--- src/rtl/signed_unary_pkg.sv ---
// Shared types and helpers for the signed unary unit: opcode encoding, output buffer depth,
// and MIN/MAX constants. The MIN/MAX helpers return a wide vector that callers truncate to their own width.
package signed_unary_pkg;

    typedef enum logic [2:0] {
        OP_NEG  = 3'd0,
        OP_NOT  = 3'd1,
        OP_LNOT = 3'd2,
        OP_RAND = 3'd3,
        OP_ROR  = 3'd4,
        OP_RXOR = 3'd5,
        OP_ABS  = 3'd6,
        OP_SIGN = 3'd7
    } op_e;

    localparam int BUF_DEPTH = 2;
    localparam int MAX_WIDTH = 64;

    // The most negative value: 1 followed by w-1 zeros.
    function automatic logic [MAX_WIDTH-1:0] su_min(input int unsigned w);
        return MAX_WIDTH'(1) << (w - 1);
    endfunction

    // The most positive value: 0 followed by w-1 ones.
    function automatic logic [MAX_WIDTH-1:0] su_max(input int unsigned w);
        return (MAX_WIDTH'(1) << (w - 1)) - MAX_WIDTH'(1);
    endfunction

endpackage

--- src/rtl/signed_unary_core.sv ---
// Combinational signed unary operator: maps {op, data} to {result, ovf}.
// Defining SIGNED_UNARY_SAT_EN makes NEG/ABS of MIN saturate to MAX instead of wrapping.
module signed_unary_core
    import signed_unary_pkg::*;
#(
    parameter int WIDTH = 8
) (
    input  op_e                      op,
    input  logic signed [WIDTH-1:0]  data,
    output logic signed [WIDTH-1:0]  result,
    output logic                     ovf
);

    localparam logic signed [WIDTH-1:0] MIN_VAL = WIDTH'(su_min(WIDTH));
    localparam logic signed [WIDTH-1:0] MAX_VAL = WIDTH'(su_max(WIDTH));

    // Value substituted when negating MIN cannot be represented.
    function automatic logic signed [WIDTH-1:0] overflow_value();
`ifdef SIGNED_UNARY_SAT_EN
        return MAX_VAL;
`else
        return MIN_VAL;
`endif
    endfunction

    logic is_min;

    always_comb begin
        result = '0;
        ovf    = 1'b0;
        is_min = (data == MIN_VAL);
        case (op)
            OP_NEG: begin
                if (is_min) begin
                    result = overflow_value();
                    ovf    = 1'b1;
                end else begin
                    result = -data;
                end
            end
            OP_NOT:  result = ~data;
            OP_LNOT: result = {{(WIDTH-1){1'b0}}, ~(|data)};
            OP_RAND: result = {{(WIDTH-1){1'b0}}, &data};
            OP_ROR:  result = {{(WIDTH-1){1'b0}}, |data};
            OP_RXOR: result = {{(WIDTH-1){1'b0}}, ^data};
            OP_ABS: begin
                if (is_min) begin
                    result = overflow_value();
                    ovf    = 1'b1;
                end else if (data[WIDTH-1]) begin
                    result = -data;
                end else begin
                    result = data;
                end
            end
            OP_SIGN: begin
                if (data[WIDTH-1]) begin
                    result = '1;
                end else if (|data) begin
                    result = WIDTH'(1);
                end else begin
                    result = '0;
                end
            end
            default: result = '0;
        endcase
    end

endmodule

--- src/rtl/signed_unary_unit.sv ---
// Streaming signed unary unit: valid/ready input, 2-entry result buffer, saturating overflow counter.
// Optional build macro SIGNED_UNARY_SAT_EN selects saturation of NEG/ABS of MIN (see signed_unary_core).
module signed_unary_unit
    import signed_unary_pkg::*;
#(
    parameter int WIDTH     = 8,
    parameter int OVF_CNT_W = 16
) (
    input  logic                     clk,
    input  logic                     rst,
    input  logic                     in_valid,
    output logic                     in_ready,
    input  logic [2:0]               in_op,
    input  logic signed [WIDTH-1:0]  in_data,
    output logic                     out_valid,
    input  logic                     out_ready,
    output logic signed [WIDTH-1:0]  out_data,
    output logic                     out_ovf,
    input  logic                     ovf_clr,
    output logic [OVF_CNT_W-1:0]     ovf_count
);

    localparam int OCC_W = $clog2(BUF_DEPTH + 1);
    localparam int PTR_W = $clog2(BUF_DEPTH);

    typedef struct packed {
        logic signed [WIDTH-1:0] data;
        logic                    ovf;
    } entry_t;

    logic signed [WIDTH-1:0] core_result;
    logic                    core_ovf;

    signed_unary_core #(
        .WIDTH (WIDTH)
    ) u_core (
        .op     (op_e'(in_op)),
        .data   (in_data),
        .result (core_result),
        .ovf    (core_ovf)
    );

    entry_t               mem_q [BUF_DEPTH];
    entry_t               mem_d [BUF_DEPTH];
    logic [PTR_W-1:0]     wr_ptr_q, wr_ptr_d;
    logic [PTR_W-1:0]     rd_ptr_q, rd_ptr_d;
    logic [OCC_W-1:0]     occ_q, occ_d;
    logic                 in_ready_q, in_ready_d;
    logic [OVF_CNT_W-1:0] ovf_count_q, ovf_count_d;
    logic                 push, pop;

    assign in_ready  = in_ready_q;
    assign out_valid = (occ_q != '0);
    assign push      = in_valid & in_ready_q;
    assign pop       = out_valid & out_ready;
    assign ovf_count = ovf_count_q;

    // Buffer storage is not reset, so the head is masked to zero whenever nothing is held.
    assign out_data = out_valid ? mem_q[rd_ptr_q].data : '0;
    assign out_ovf  = out_valid ? mem_q[rd_ptr_q].ovf  : 1'b0;

    always_comb begin
        mem_d    = mem_q;
        wr_ptr_d = wr_ptr_q;
        rd_ptr_d = rd_ptr_q;
        if (push) begin
            mem_d[wr_ptr_q] = '{data: core_result, ovf: core_ovf};
            wr_ptr_d        = wr_ptr_q + PTR_W'(1);
        end
        if (pop) begin
            rd_ptr_d = rd_ptr_q + PTR_W'(1);
        end
        occ_d      = occ_q + OCC_W'(push) - OCC_W'(pop);
        in_ready_d = (occ_d < OCC_W'(BUF_DEPTH));
    end

    // A clear wins over accumulation, but an overflow accepted in the same cycle still counts.
    always_comb begin
        ovf_count_d = ovf_count_q;
        if (ovf_clr) begin
            ovf_count_d = (push && core_ovf) ? OVF_CNT_W'(1) : '0;
        end else if (push && core_ovf && (ovf_count_q != '1)) begin
            ovf_count_d = ovf_count_q + OVF_CNT_W'(1);
        end
    end

    always_ff @(posedge clk) begin
        if (rst) begin
            wr_ptr_q    <= '0;
            rd_ptr_q    <= '0;
            occ_q       <= '0;
            in_ready_q  <= 1'b1;
            ovf_count_q <= '0;
        end else begin
            wr_ptr_q    <= wr_ptr_d;
            rd_ptr_q    <= rd_ptr_d;
            occ_q       <= occ_d;
            in_ready_q  <= in_ready_d;
            ovf_count_q <= ovf_count_d;
        end
    end

    always_ff @(posedge clk) begin
        mem_q <= mem_d;
    end

endmodule
--- config.mk ---
export PLATFORM = sky130hd
export DESIGN_NAME = signed_unary_unit
export DESIGN_NICKNAME = d
export VERILOG_FILES = /design/src/rtl/signed_unary_pkg.sv /design/src/rtl/signed_unary_core.sv /design/src/rtl/signed_unary_unit.sv
export SDC_FILE = /design/constraint.sdc
export NUM_CORES = 1
export LEC_CHECK = 0
export ABC_AREA = 1
export CORE_MARGIN = 4
export CORE_UTILIZATION = 40
export DETAILED_ROUTE_END_ITERATION = 8
export PLACE_DENSITY = 0.66
export SLEW_MARGIN = 25
export SYNTH_ARGS = -nofsm -noshare
export SYNTH_HDL_FRONTEND = slang
export SYNTH_SLANG_ARGS = --single-unit
--- constraint.sdc ---
create_clock -name clk -period 1.79 [get_ports clk]
set_input_delay 0.2685 -clock clk [delete_from_list [all_inputs] [get_ports clk]]
set_output_delay 0.2685 -clock clk [all_outputs]
set_load 0.02 [all_outputs]
==> results.toml, run 1 <==
[outcome]
outcome = "complete, no violations"

[drt]
drt_iter0_drc = 71
vias_per_cell = 4.865
antenna_left = 0
wire_per_inst_um = 12.43
vias = 2515
routed_wl_mm = 6.424
drc = 0
drt_pass1_iterations = 4

[grt]
track_usage_pct = 18.08
grt_max_degree = 12
gr-total-overflow = 0
grt_pass1_wl_mm = 10.87
antenna_found_initial = 0
first_global_vias = 2389

[synthesis]
synthXorXnorAreaFrac_pct = 3.221
synth_top_family_by_area = "simple AND/OR/NAND/NOR gates"
synth_cells = 332
synth-compound-area-share_pct = 12.01
syn_nets = 361
netlist_area_sq_um = 2447
yosys.area_share.simple_pct = 31.34
synth_area_per_cell_sq_um = 7.372
synth_mux_area_share_pct = 0
yosys_warnings = 0
ys_ff_latch = 39
synth_seq_area_share_pct = 39.26
synth_adder_area_share_pct = 6.646
ys_types = 30

[die]
die-height_um = 86.22
start_util_pct = 41.34
rows = 28
dieWidth_um = 86.22
dieArea_sq_um = 7434
core_area_sq_um = 5921
ios = 43

[critical_path]
cp_max_fo = 7
cp.arrival_ps = 1960
crit_slowest_cell = "clkdlybuf4s50_1"
crit_end = "ovf_count[13]"
regToRegEndpoint = "occ_q[1]"
worst-setup-path-type = "in -> reg"
end_kind = "flop"
worstRegToRegCells = 10
reg2reg_slack_ps = 120
critPathMaxStageDelay_ps = 490
cpMostUsedCell = "nor2_4"
setup.worst_path.start = "in_data[6]"
r2r_start = "occ_q[0]"
crit_required_ps = 2030
crit_path_start_kind = "input port"
critical_path.cell_chain = "clkdlybuf4s50_1, inv_2, ha_1, nand2_2, nor2_8, nand3_4, nor2_4, buf_4, nor2_4, nand2_1, a21oi_2"

[layout]
drive_above_1_share_pct = 25.11
final_nets = 470
postLayoutCellArea_sq_um = 3638
antenna_cells = 0
syn_to_final_growth_pct = 48.67

[timing]
skew_ps = 12.76
final_max_slew_viol_count = 0
slew_headroom_pct = 68.40
tightest_slew_ps = 472.2
setup_violations = 0
fin_ws_ps = 62.89
period_minus_slack_ps = 1727
grt_setup_unrepaired = "yes"
min_period_over_period_pct = 96.49
fmax_mhz = 579.0
final-hold-violation-count = 0

[hold_path]
hp-class = "in -> reg"

[clocking]
clk_root_buffer_cell = "clkbuf_8"
clock_latency_ps = 290
clock-sinks = 39
cts-htree-levels = 2
clk_pin_slew_worst_paths_ps = 80
cts_tree = "done"
hold_buffers = 0
cts-buffers-inserted = 5
clk_path_buf_depth = 2

[placement]
port_buffers = 42
dpl.hpwl_mm = 5.107
pre_cts_slack_ps = -299.9
finalWeightedCongestion = 0.8696
place_area_sq_um = 3401

[power_and_ir_drop]
powerDensity_nw_per_um2 = 781.5
peakVddDrop_mv = 0.5617
power.total_mw = 2.843
leakagePower_nw = 1.626

[run]
maxCapViolations = 0
[cells by family (layout without fill, tap and decap cells)]
| logic type | count (synthesis) | in the layout |
|---|---|---|
| xor+xnor | 9 | 9 |
| simple gates | 172 | 172 |
| flops | 39 | 39 |
| compound gates | 52 | 52 |
| fa+ha+maj | 13 | 13 |
| buf+inv | 47 | 157 |
[cell usage in the layout, fill, tap and decap left out, types with 9 or more instances in the layout]
cell type	count
dlygate4sd2_1	9
nor2_1	40
a21oi_1	27
dfxtp_1	19
edfxtp_1	18
inv_1	34
ha_1	9
nand3_1	21
buf_4	64
clkdlybuf4s50_1	28
nand2_1	83
[state kept, by name, summed over array words and instances (netlist names)]
signal and flops:
mem_q 18, ovf_count 16, rd_ptr_q 1, in_ready 1
occ_q 2, wr_ptr_q 1
[cell type report]
| class | instances | area (sq um) |
|---|---|---|
| Clock buffer | 8 | 100.1 |
| Fill cell | 541 | 2282 |
| Inverter | 42 | 157.7 |
| Multi-Input combinational cell | 246 | 1408 |
| Sequential cell | 39 | 965.9 |
| Tap cell | 75 | 93.84 |
| Timing Repair Buffer | 107 | 913.4 |
[metal layers]
metal / GRT usage [%] / vias to the layer above / share of wire [%]
met5: 0 / - / 0
met4: 4.674 / 0 / 1.2
met3: 2.757 / 6 / 3.5
met2: 29.92 / 42 / 47
met1: 24.76 / 1161 / 49
li1: - / 1306 / -
[worst min path at each step]
stage / from / endpoint / slack, ps / cells after the start
after detailed placement: wr_ptr_q / wr_ptr_q / 510 / 2
after CTS: wr_ptr_q / wr_ptr_q / 520 / 2
after global placement: wr_ptr_q / wr_ptr_q / 490 / 2
final: in_data[0] / mem_q[1] / 510 / 4
after global routing: wr_ptr_q / wr_ptr_q / 560 / 2
after floorplan: ovf_clr / ovf_count[7] / 430 / 3
[through the flow]
step                      setup TNS [ps]  hold WS, ps  util, %  std cells
after floorplan                        0        434.1        -        332
after global placement             -6982        492.3    57.44        505
after detailed placement           -8368        510.4    57.44        505
after CTS                              0        520.9    59.07        513
after global routing              -24.17        561.8    61.45        517
final                                  0        508.7    61.45        517
[critical path, delay by kind of cell]
kind / cells / cell delay [ps]
buffers and inverters: 3 / 710
AO/OA/AOI/OAI: 1 / 130
AND/OR/NAND/NOR: 6 / 640
adder cells (fa/ha/maj): 1 / 200
[synth_stat cells, drive strengths merged]
cell type  number  share of area [%]
a21oi          31                6.3
a21o            1               0.31
xor2            6                2.1
xnor2           3                1.1
o211ai          7                2.1
o21ai           8                1.6
inv            42                6.4
dfxtp          21                 17
a22oi           1               0.31
nor2           48                9.0
nand2          88                 14
or2             1               0.26
edfxtp         18                 22
and2            1               0.31
o31ai           1               0.31
o22ai           1               0.26
clkbuf          4               0.61
o2111ai         1               0.36
nor3            4                1.0
ha             13                6.6
nand3          23                5.2
buf             1               0.46
o221ai          1               0.36
nand4           7                1.8
[power breakdown]
| group | internal, mW | switching (mW) |
|---|---|---|
| logic | 0.467 | 0.604 |
| clock network | 0.352 | 0.304 |
| registers | 1.06 | 0.0530 |
[timing repair]
action,in CTS,in global routing
setup endpoints to repair,10,33
setup buffers,0,4
pin swaps,0,15
resized for setup,11,37
Note: power is estimated with default switching activity, not from simulation.
==> inputs of run 2 (changes only) <==
SKIP_CTS_REPAIR_TIMING = 1   (was unset)
==> results.toml, run 2 (synthesis gave the netlist of run 1 again) <==
[outcome]
outcome = "complete, no violations"

[die]
start_util_pct = 41.34
dieArea_sq_um = 7434
ios = 43
dieWidth_um = 86.22
die-height_um = 86.22
rows = 28
core_area_sq_um = 5921

[placement]
dpl.hpwl_mm = 5.107
port_buffers = 42
dp_cells = 505
finalWeightedCongestion = 0.8696

[power_and_ir_drop]
leakagePower_nw = 1.734
powerDensity_nw_per_um2 = 787.9
peakVddDrop_mv = 0.6404

[drt]
drt_pass1_iterations = 4
drc = 0
vias_per_cell = 4.917
drt_iter0_drc = 79
wire_per_inst_um = 12.36
vias = 2542
antenna_left = 0
routed_wl_mm = 6.392

[grt]
track_usage_pct = 18.10
grt_pass1_wl_mm = 10.88
first_global_vias = 2390
gr-total-overflow = 0
antenna_found_initial = 0
grt_max_degree = 12

[layout]
fin_cells = 517
syn_to_final_growth_pct = 49.44
regMostFlops = "mem_q"
mostFrequentLayoutCells = "nand2_1, buf_4, nor2_1, inv_1, a21oi_1"
final_nets = 470
antenna_cells = 0
layout_commonest_cell = "nand2_1"
drive_above_1_share_pct = 23.76
largest_reg_flops = 18

[timing]
final-hold-violation-count = 0
setup_violations = 0
tns_ps = 0
min_period_over_period_pct = 95.66
skew_ps = 11.74
period_minus_slack_ps = 1712
final_max_slew_viol_count = 0
fmax_mhz = 584.0
tightest_slew_ps = 471.0
grt_setup_unrepaired = "yes"
slew_headroom_pct = 68.49

[clocking]
cts_tree = "done"
clock-sinks = 39
cts-htree-levels = 2
cts-buffers-inserted = 5
clock_latency_ps = 290
clk_path_buf_depth = 2
clk_pin_slew_worst_paths_ps = 80
clk_root_buffer_cell = "clkbuf_8"

[critical_path]
path_buf_inv = 3
cpLargestDelayFamily = "buffers and inverters"
crit_required_ps = 1520
critical_path.cell_chain = "nor2_4, buf_4, buf_4, a21oi_1, dlymetal6s2s_1"
critPathMaxStageDelay_ps = 390
worst-setup-path-type = "reg -> out"
cp_max_fo = 7
crit_path_start_kind = "flop"
crit_slowest_cell = "dfxtp_1"
cp.arrival_ps = 1440
end_kind = "output port"
cpMostUsedCell = "buf_4"

[run]
maxCapViolations = 0

[hold_path]
hp-class = "in -> reg"
-- run 2: cell count changes in the layout (fill, tap and decap cells not counted) --
cell,change
a21oi_1,+3
a21oi_2,-3
o21ai_1,-1
dlymetal6s2s_1,+9
clkinvlp_4,+1
nand2_2,-1
o21ai_0,+1
nor2_2,-2
inv_2,-1
nand2_1,+1
dlygate4sd2_1,-9
nor2_1,+2
-- run 2: final timing paths --
path | from | endpoint | slack (ps) | cells after the start
worst max register to register | occ_q[0] | occ_q[1] | 140 | 10
worst min-delay path | in_data[0] | mem_q[1] | 510 | 4
worst max-delay path | occ_q[0] | out_data[7] | 80 | 5
worst min register to register | wr_ptr_q | wr_ptr_q | 530 | 2
-- run 2: per-layer routing --
| layer | GRT usage, % | routed length (um) | vias up | part of all wire, % |
|---|---|---|---|---|
| met1 | 24.82 | 3061 | 1183 | 48 |
| met5 | 0 | 0 | - | 0 |
| met4 | 4.674 | 67 | 0 | 1.0 |
| met3 | 2.757 | 271 | 6 | 4.2 |
| li1 | - | - | 1312 | - |
| met2 | 29.92 | 2993 | 41 | 47 |
-- run 2: area by class of cell --
type | count | area (sq um)
clock buffer | 8 | 100.1
inverter | 42 | 161.4
sequential | 39 | 965.9
multi-input combinational | 246 | 1389
fill | 538 | 2263
timing repair buffer | 107 | 947.2
tap | 75 | 93.84
-- run 2: metrics by stage --
| step | power, mW | utilization [%] | hold WS, ps | setup WS [ps] | area [sq um] |
|---|---|---|---|---|---|
| 2_1_floorplan | 1.686 | - | 434.1 | 21.34 | 2455 |
| 4_1_cts | 2.862 | 59.13 | 520.9 | -330.9 | 3501 |
| 6_report | 2.881 | 61.77 | 509.2 | 77.72 | 3657 |
| 3_3_place_gp | 2.193 | 57.44 | 492.3 | -248.5 | 3401 |
| 3_5_place_dp | 2.215 | 57.44 | 510.4 | -299.9 | 3401 |
| 5_1_grt | 3.069 | 61.77 | 561.8 | -9.712 | 3657 |
-- run 2: worst register-to-register path: cells and delay by family, from the launching register on --
kind                     cells  cell delay, ps
adder cells (fa/ha/maj)      2             430
AND/OR/NAND/NOR              4             590
buffers and inverters        4             190
flip-flops                   1             350
-- run 2: report_power, final --
part | leakage [nW] | internal [mW] | switching (mW) | total [mW]
sequential | 0.343 | 1.06 | 0.0558 | 1.12
clock | 0.0515 | 0.352 | 0.299 | 0.651
combinational | 1.34 | 0.512 | 0.602 | 1.11
==> inputs of run 3 (changes only) <==
DONT_BUFFER_PORTS = 1   (was unset)
PLACE_DENSITY = unset   (was 0.66)
==> results.toml, run 3 (synthesis gave the netlist of run 1 again) <==
[layout]
drive_above_1_share_pct = 17.24
fill_cells = 608
mostFrequentLayoutCells = "nand2_1, nor2_1, buf_4, inv_1, a21oi_1"
final_nets = 405
largest_reg_flops = 18
regMostFlops = "mem_q"
syn_to_final_growth_pct = 21.83
antenna_cells = 0
utilization_pct = 50.36
layout_commonest_cell = "nand2_1"

[critical_path]
critical_path.cell_chain = "ha_1, inv_1, nor2_2, nand2_2, nor2_4, nor2_4, buf_4, nor2_4, nand2_1, a21oi_2"
crit_slowest_cell = "dfxtp_1"
crit_path_start_kind = "flop"
critPathMaxStageDelay_ps = 350
worst-setup-path-type = "reg -> reg"
cp.arrival_ps = 1900
cpMostUsedCell = "nor2_4"
cp_max_fo = 7
r2r_start = "ovf_count[0]"
end_kind = "flop"
regToRegEndpoint = "ovf_count[10]"
path_buf_inv = 2
worstRegToRegCells = 10
cpLargestDelayFamily = "simple AND/OR/NAND/NOR gates"
crit_required_ps = 2010
reg2reg_slack_ps = 120

[drt]
antenna_left = 0
drt_pass1_iterations = 5
vias = 2253
routed_wl_mm = 5.694
vias_per_cell = 4.985
drt_iter0_drc = 123
drc = 0
wire_per_inst_um = 12.60

[die]
rows = 28
start_util_pct = 41.34
die-height_um = 86.22
core_area_sq_um = 5921
ios = 43
dieArea_sq_um = 7434
dieWidth_um = 86.22

[timing]
slew_headroom_pct = 56.43
tightest_slew_ps = 651.1
fmax_mhz = 597.2
fin_ws_ps = 115.6
setup_violations = 0
final-hold-violation-count = 0
skew_ps = 3.760
min_period_over_period_pct = 93.54
final_max_slew_viol_count = 0
hold_slack_ps = 38.93
period_minus_slack_ps = 1674

[clocking]
clock-sinks = 39
clk_path_buf_depth = 2
cts-buffers-inserted = 5
clk_root_buffer_cell = "clkbuf_8"
clock_latency_ps = 290
cts-htree-levels = 2
clk_pin_slew_worst_paths_ps = 80
cts_tree = "done"

[grt]
grt_max_degree = 15
gr-total-overflow = 0
antenna_found_initial = 0
first_global_vias = 2187
grt_pass1_wl_mm = 9.791
track_usage_pct = 16.15

[placement]
dpl.hpwl_mm = 4.455
finalWeightedCongestion = 0.8632
port_buffers = 0
pre_cts_slack_ps = 106.8

[hold_path]
hp-class = "in -> reg"
hold_start = "rst"
whs_path_depth = 1
hold_end = "ovf_count[7]"

[power_and_ir_drop]
powerDensity_nw_per_um2 = 942.1
peakVddDrop_mv = 0.6399
leakagePower_nw = 1.297

[run]
maxCapViolations = 0

[outcome]
outcome = "complete, no violations"
[run 3: worst register-to-register path, stage by stage (launching register included)]
cell	delay [ps]
dfxtp_1	350
ha_1	170
inv_1	50
nor2_2	140
nand2_2	90
nor2_4	140
nor2_4	70
buf_4	150
nor2_4	200
nand2_1	110
a21oi_2	150
[run 3: final cells by class]
cell class | count | area (sq um) | share of cell area (%)
Multi-Input combinational cell | 246 | 1316 | 44.15
Clock buffer | 6 | 72.57 | 2.434
Sequential cell | 39 | 962.2 | 32.27
Inverter | 42 | 161.4 | 5.413
Timing Repair Buffer | 42 | 315.3 | 10.57
Tap cell | 75 | 93.84 | 3.147
Clock inverter | 2 | 60.06 | 2.014
[run 3: routing by layer]
layer / wire, um / vias to the layer above / GRT usage [%]
met5: 0 / - / 0
met3: 364 / 6 / 3.897
li1: - / 1181 / -
met4: 69 / 0 / 5.099
met2: 2655 / 68 / 26.07
met1: 2604 / 998 / 21.40
[run 3: through the flow]
stage	TNS [ps]	area, sq um	total power, mW	instances
CTS	-16.76	2970	2.842	452
global route	-8.013	2982	2.988	452
finish	0	2982	2.809	452
global placement	0	2838	1.966	444
detailed placement	0	2838	1.979	444
floorplan	0	2455	1.686	332
[run 3: power breakdown]
group          switching (mW)  internal (mW)
Sequential             0.0664           1.06
Clock                   0.299          0.557
Combinational           0.505          0.318
[run 3: how the worst max path moves through the flow]
stage,startpoint,slack [ps],cells past startpoint,end
2_1_floorplan,occ_q[1],20,10,occ_q[1]
3_3_place_gp,in_data[5],120,8,mem_q[11]
3_5_place_dp,in_data[0],110,9,ovf_count[13]
4_1_cts,rd_ptr_q,-9,3,out_data[2]
5_1_grt,ovf_count[0],-8,10,ovf_count[10]
6_report,ovf_count[0],120,10,ovf_count[10]
==> edit 1 (config.mk and constraints of run 2) <==
Reset style: asynchronous (`rst`), changed in one clocked block.
--- a/src/rtl/signed_unary_unit.sv
+++ b/src/rtl/signed_unary_unit.sv
@@ -84,7 +84,7 @@
         end
     end
 
-    always_ff @(posedge clk) begin
+    always_ff @(posedge clk or posedge rst) begin
         if (rst) begin
             wr_ptr_q    <= '0;
             rd_ptr_q    <= '0;
Formal check against the unedited RTL: differs if rst is asserted again (counterexample within 4 cycles, from zero or initial values and one cycle with rst high); with rst held inactive, the same outputs for 10 cycles.
==> edit 1 against run 2 <==
Power up 13%; count of clock-buffer cells in the layout shrank 2; final area increased by 3.4%; first-iteration DRC count up 14%; routed wire length up 0.23%; sequential cell count unchanged; synthesized area grew 16%; worst setup slack got worse by 7.7 ps; critical path type unchanged; largest cell class unchanged.
==> edit 1: results (changes against run 2) <==
| Metric | Value |
|---|---|
| Area post-placement | 0.00360 mm2 (was 0.00340 mm2) |
| Dpl ws | -278 ps (was -300 ps) |
| Fraction of the yosys area taken by sequential cells | 37.6% (was 39.3%) |
| Worst Tran Pin Value | 375 ps (was 471 ps) |
| Flop pwr share | 35.5% (was 38.8%) |
| DRT met1 WL | 3010 um (was 3060 um) |
| Top cells by area, synth | edfxtp_1 19%, dfrtp_1 18%, nand2_1 12%, ha_1 5.7%, inv_1 5.3% (was edfxtp_1 22%, dfxtp_1 17%, nand2_1 13%, ha_1 6.6%, nor2_1 6.6%) |
| Synth cell types | 37 (was 30) |
| Multi-input logic area | 0.00155 mm2 (was 0.00139 mm2) |
| Vias post-DR | 2549 (was 2542) |
| Final GP Congestion | 0.851 (was 0.870) |
| Largest stage delay, worst path | 660 ps (was 390 ps) |
| Post-synth top cells | 88 x nand2_1, 40 x inv_1, 29 x nand3_1 (was 86 x nand2_1, 43 x nor2_1, 42 x inv_1) |
| Status | finished, final reports clean (unchanged) |
| Largest net degree at the start of global routing | 32 (was 12) |
| All-Layer GR Usage | 15.7% (was 18.1%) |
| Routed vias/inst | 4.87 (was 4.92) |
| Final wirelength | 6410 um (was 6390 um) |
| Leak | 1.83 nW (was 1.73 nW) |
| Global-route wire length before repair | 10900 um (about the same) |
| DP Cell Count | 514 (was 505) |
| Seq pwr | 1.16 mW (was 1.12 mW) |
| Met2 WL | 3070 um (was 2990 um) |
| Setup Skew | 9.93 ps (was 11.7 ps) |
| Iter 0 DRT Violations | 90 (was 79) |
| Met3 WL | 241 um (was 271 um) |
| Maximum vdd drop | 0.353 mV (was 0.640 mV) |
| Slowest CP cell | clkdlybuf4s50_1 (was dfxtp_1) |
| Cell count after synthesis | 346 (was 332) |
-- edit 1: cell types whose count changed in the layout (fill, tap and decap cells not counted), sizes merged, moves of 8 or more --
| cell | before | now |
|---|---|---|
| dfrtp | 0 | 20 |
| dfxtp | 21 | 0 |
| nor2 | 48 | 36 |
| a21oi | 31 | 18 |
| nand2 | 88 | 96 |
| nand4 | 7 | 19 |
| nand3 | 23 | 40 |
| buf | 65 | 38 |
-- edit 1: worst paths after layout --
kind                                                start                        to  slack, ps  depth (start not counted)
worst max-delay path            ovf_count[12]$_DFFE_PP0P_             ovf_count[12]         70                          1
worst min-delay path                                  rst  ovf_count[2]$_DFFE_PP0P_        300                          3
worst max register to register         in_ready$_DFF_PP1_        occ_q[1]$_DFF_PP0_        120                          7
worst min register to register         occ_q[0]$_DFF_PP0_        occ_q[0]$_DFF_PP0_        550                          1
max in group asynchronous                             rst        in_ready$_DFF_PP1_       1200                          3
min in group clk                       occ_q[0]$_DFF_PP0_        occ_q[0]$_DFF_PP0_        550                          1
-- edit 1: kinds of logic (layout without fill, tap and decap cells) --
family | count (synthesis) | after routing | synth area share [%]
simple gates | 195 | 195 | 37.5
fa+ha+maj | 13 | 13 | 5.73
xor+xnor | 13 | 13 | 4.01
buf+inv | 50 | 131 | 8.06
flops | 39 | 39 | 37.6
compound gates | 36 | 36 | 7.05
-- edit 1: routing by layer --
metal	GRT usage [%]	up-vias
li1	-	1309
met1	21.0	1188
met2	26.0	44
met3	2.54	8
met4	5.20	0
met5	0	-
-- edit 1: cell type report --
type                            instances  share of cell area (%)
Multi-Input combinational cell        257                    41.1
Sequential cell                        39                    28.2
Timing Repair Buffer                   80                    19.7
Inverter                               43                    4.27
Tap cell                               96                    3.18
Clock buffer                            6                    1.92
Clock inverter                          2                    1.59
==> edit 2 (flow settings as in run 2) <==
Without the edit above. `WIDTH` is set to 8 in 2 places; all go to 12.
--- a/src/rtl/signed_unary_core.sv
+++ b/src/rtl/signed_unary_core.sv
@@ -3,7 +3,7 @@
 module signed_unary_core
     import signed_unary_pkg::*;
 #(
-    parameter int WIDTH = 8
+    parameter int WIDTH = 12
 ) (
     input  op_e                      op,
     input  logic signed [WIDTH-1:0]  data,
--- a/src/rtl/signed_unary_unit.sv
+++ b/src/rtl/signed_unary_unit.sv
@@ -3,7 +3,7 @@
 module signed_unary_unit
     import signed_unary_pkg::*;
 #(
-    parameter int WIDTH     = 8,
+    parameter int WIDTH     = 12,
     parameter int OVF_CNT_W = 16
 ) (
     input  logic                     clk,
Interface: changed (resized in_data and out_data); port bits go from 43 to 51. The function was not compared with the original's and may differ.
==> edit 2 against run 2 <==
Critical path depth is 5 higher; core utilization decreased by 2.5 points; largest power group is now combinational cells; clock skew shrank 1.2 ps; routed wire length up 33%; fmax down 0.41%; power increased by 17%; final area up 25%; largest cell class unchanged; synthesized area grew 29%; sequential share of layout area about the same; combinational power is 24% higher; clock power fell by 2%; worst setup slack got worse by 7.1 ps; sequential cell count is 8 higher.
==> edit 2: results (changes against run 2) <==
| Metric | Value |
|---|---|
| Iter 0 DRT Violations | 206 (was 79) |
| Setup Skew | 10.6 ps (was 11.7 ps) |
| Largest stage delay, worst path | 440 ps (was 390 ps) |
| Final GP Congestion | 0.944 (was 0.870) |
| Layout cell share with drive strength beyond 1 | 22.5% (was 23.8%) |
| Post-layout net count | 588 (was 470) |
| Max reg flops | 26 (was 18) |
| Post-synth top cells | 119 x nand2_1, 48 x nor2_1, 46 x inv_1 (was 86 x nand2_1, 43 x nor2_1, 42 x inv_1) |
| Largest net degree at the start of global routing | 16 (was 12) |
| Status | finished, final reports clean (unchanged) |
| Leak | 2.11 nW (was 1.73 nW) |
| Global-route wire length before repair | 13800 um (was 10900 um) |
| Routed vias/inst | 5.04 (was 4.92) |
| Maximum vdd drop | 0.332 mV (was 0.640 mV) |
| Top cells by area, synth | edfxtp_1 25%, nand2_1 14%, dfxtp_1 13%, a21oi_1 7.1%, ha_1 6.7% (was edfxtp_1 22%, dfxtp_1 17%, nand2_1 13%, ha_1 6.6%, nor2_1 6.6%) |
| Post-synth EDFFs | 26 (was 18) |
| IO Port Bufs | 50 (was 42) |
| Crit path capture | mem_q[12]$_DFFE_PP_ (was out_data[7]) |
| Worst EP arrival | 1890 ps (was 1440 ps) |
| Area post-placement | 0.00422 mm2 (was 0.00340 mm2) |
| Reg-to-reg setup timing slack | 170 ps (was 140 ps) |
| CP startpoint | in_data[6] (was occ_q[0]$_SDFF_PP0_) |
| Mapped Nets | 474 (was 361) |
| Crit path max fanout | 3 (was 7) |
| Vias in the first global route | 3030 (was 2390) |
| Clock buffer depth | 2 (unchanged) |
| Worst Tran Pin Value | 372 ps (was 471 ps) |
| Dpl ws | -518 ps (was -300 ps) |
| Fraction of the yosys area taken by sequential cells | 38.0% (was 39.3%) |
| All-Layer GR Usage | 17.3% (was 18.1%) |
-- edit 2: logic make-up (layout without fill, tap and decap cells) --
family          Yosys count  count (layout)  share of synthesized area, %
xor+xnor                 18              18                          4.99
simple gates            228             229                          31.0
buf+inv                  59             173                          7.37
compound gates           68              68                          11.9
fa+ha+maj                17              17                          6.73
flops                    47              47                          38.0
-- edit 2: routing by layer --
| metal | vias to the layer above | GRT usage, % | routed length, um |
|---|---|---|---|
| met5 | - | 0 | 0 |
| met4 | 0 | 5.94 | 159 |
| met3 | 15 | 2.88 | 446 |
| met2 | 102 | 28.0 | 3920 |
| met1 | 1516 | 23.5 | 4000 |
| li1 | 1662 | - | - |
-- edit 2: power by group --
part	leakage [nW]	switching (mW)	total [mW]	internal, mW
clock network	0.0418	0.363	0.636	0.273
logic	1.65	0.780	1.38	0.603
registers	0.418	0.0529	1.36	1.31
-- edit 2: metrics by stage --
stage                     utilization, %  cells  power, mW  hold slack [ps]
after floorplan                        -    437       2.11              450
after global placement              54.8    642       2.72              490
after detailed placement            54.8    642       2.75              490
after CTS                           56.0    650       3.37              503
after global routing                59.3    654       3.59              514
final                               59.3    654       3.38              491
-- edit 2: layout make-up --
class	instances	area, um2
Sequential cell	47	1200
Clock inverter	3	20.0
Clock buffer	5	68.8
Inverter	48	184
Fill cell	715	3130
Timing Repair Buffer	117	1060
Multi-Input combinational cell	332	1890
Tap cell	102	128
-- edit 2: worst register-to-register path: stages, from the launching register on --
cell,delay [ps]
dfxtp_1,330
nor2_2,130
inv_1,70
nand2_2,70
inv_1,40
ha_1,260
inv_1,40
ha_1,180
or2_2,300
nand3_1,80
inv_1,40
-- edit 2: how the worst min path moves through the flow --
stage,endpoint,startpoint,slack (ps),depth (start not counted)
2_1_floorplan,ovf_count[14]$_SDFFE_PP0P_,ovf_clr,450,3
3_3_place_gp,wr_ptr_q$_SDFFE_PP0P_,wr_ptr_q$_SDFFE_PP0P_,490,2
3_5_place_dp,ovf_count[5]$_SDFFE_PP0P_,ovf_count[5]$_SDFFE_PP0P_,490,2
4_1_cts,ovf_count[5]$_SDFFE_PP0P_,ovf_count[5]$_SDFFE_PP0P_,500,2
5_1_grt,mem_q[14]$_DFFE_PP_,in_data[0],510,4
6_report,mem_q[14]$_DFFE_PP_,in_data[0],490,4
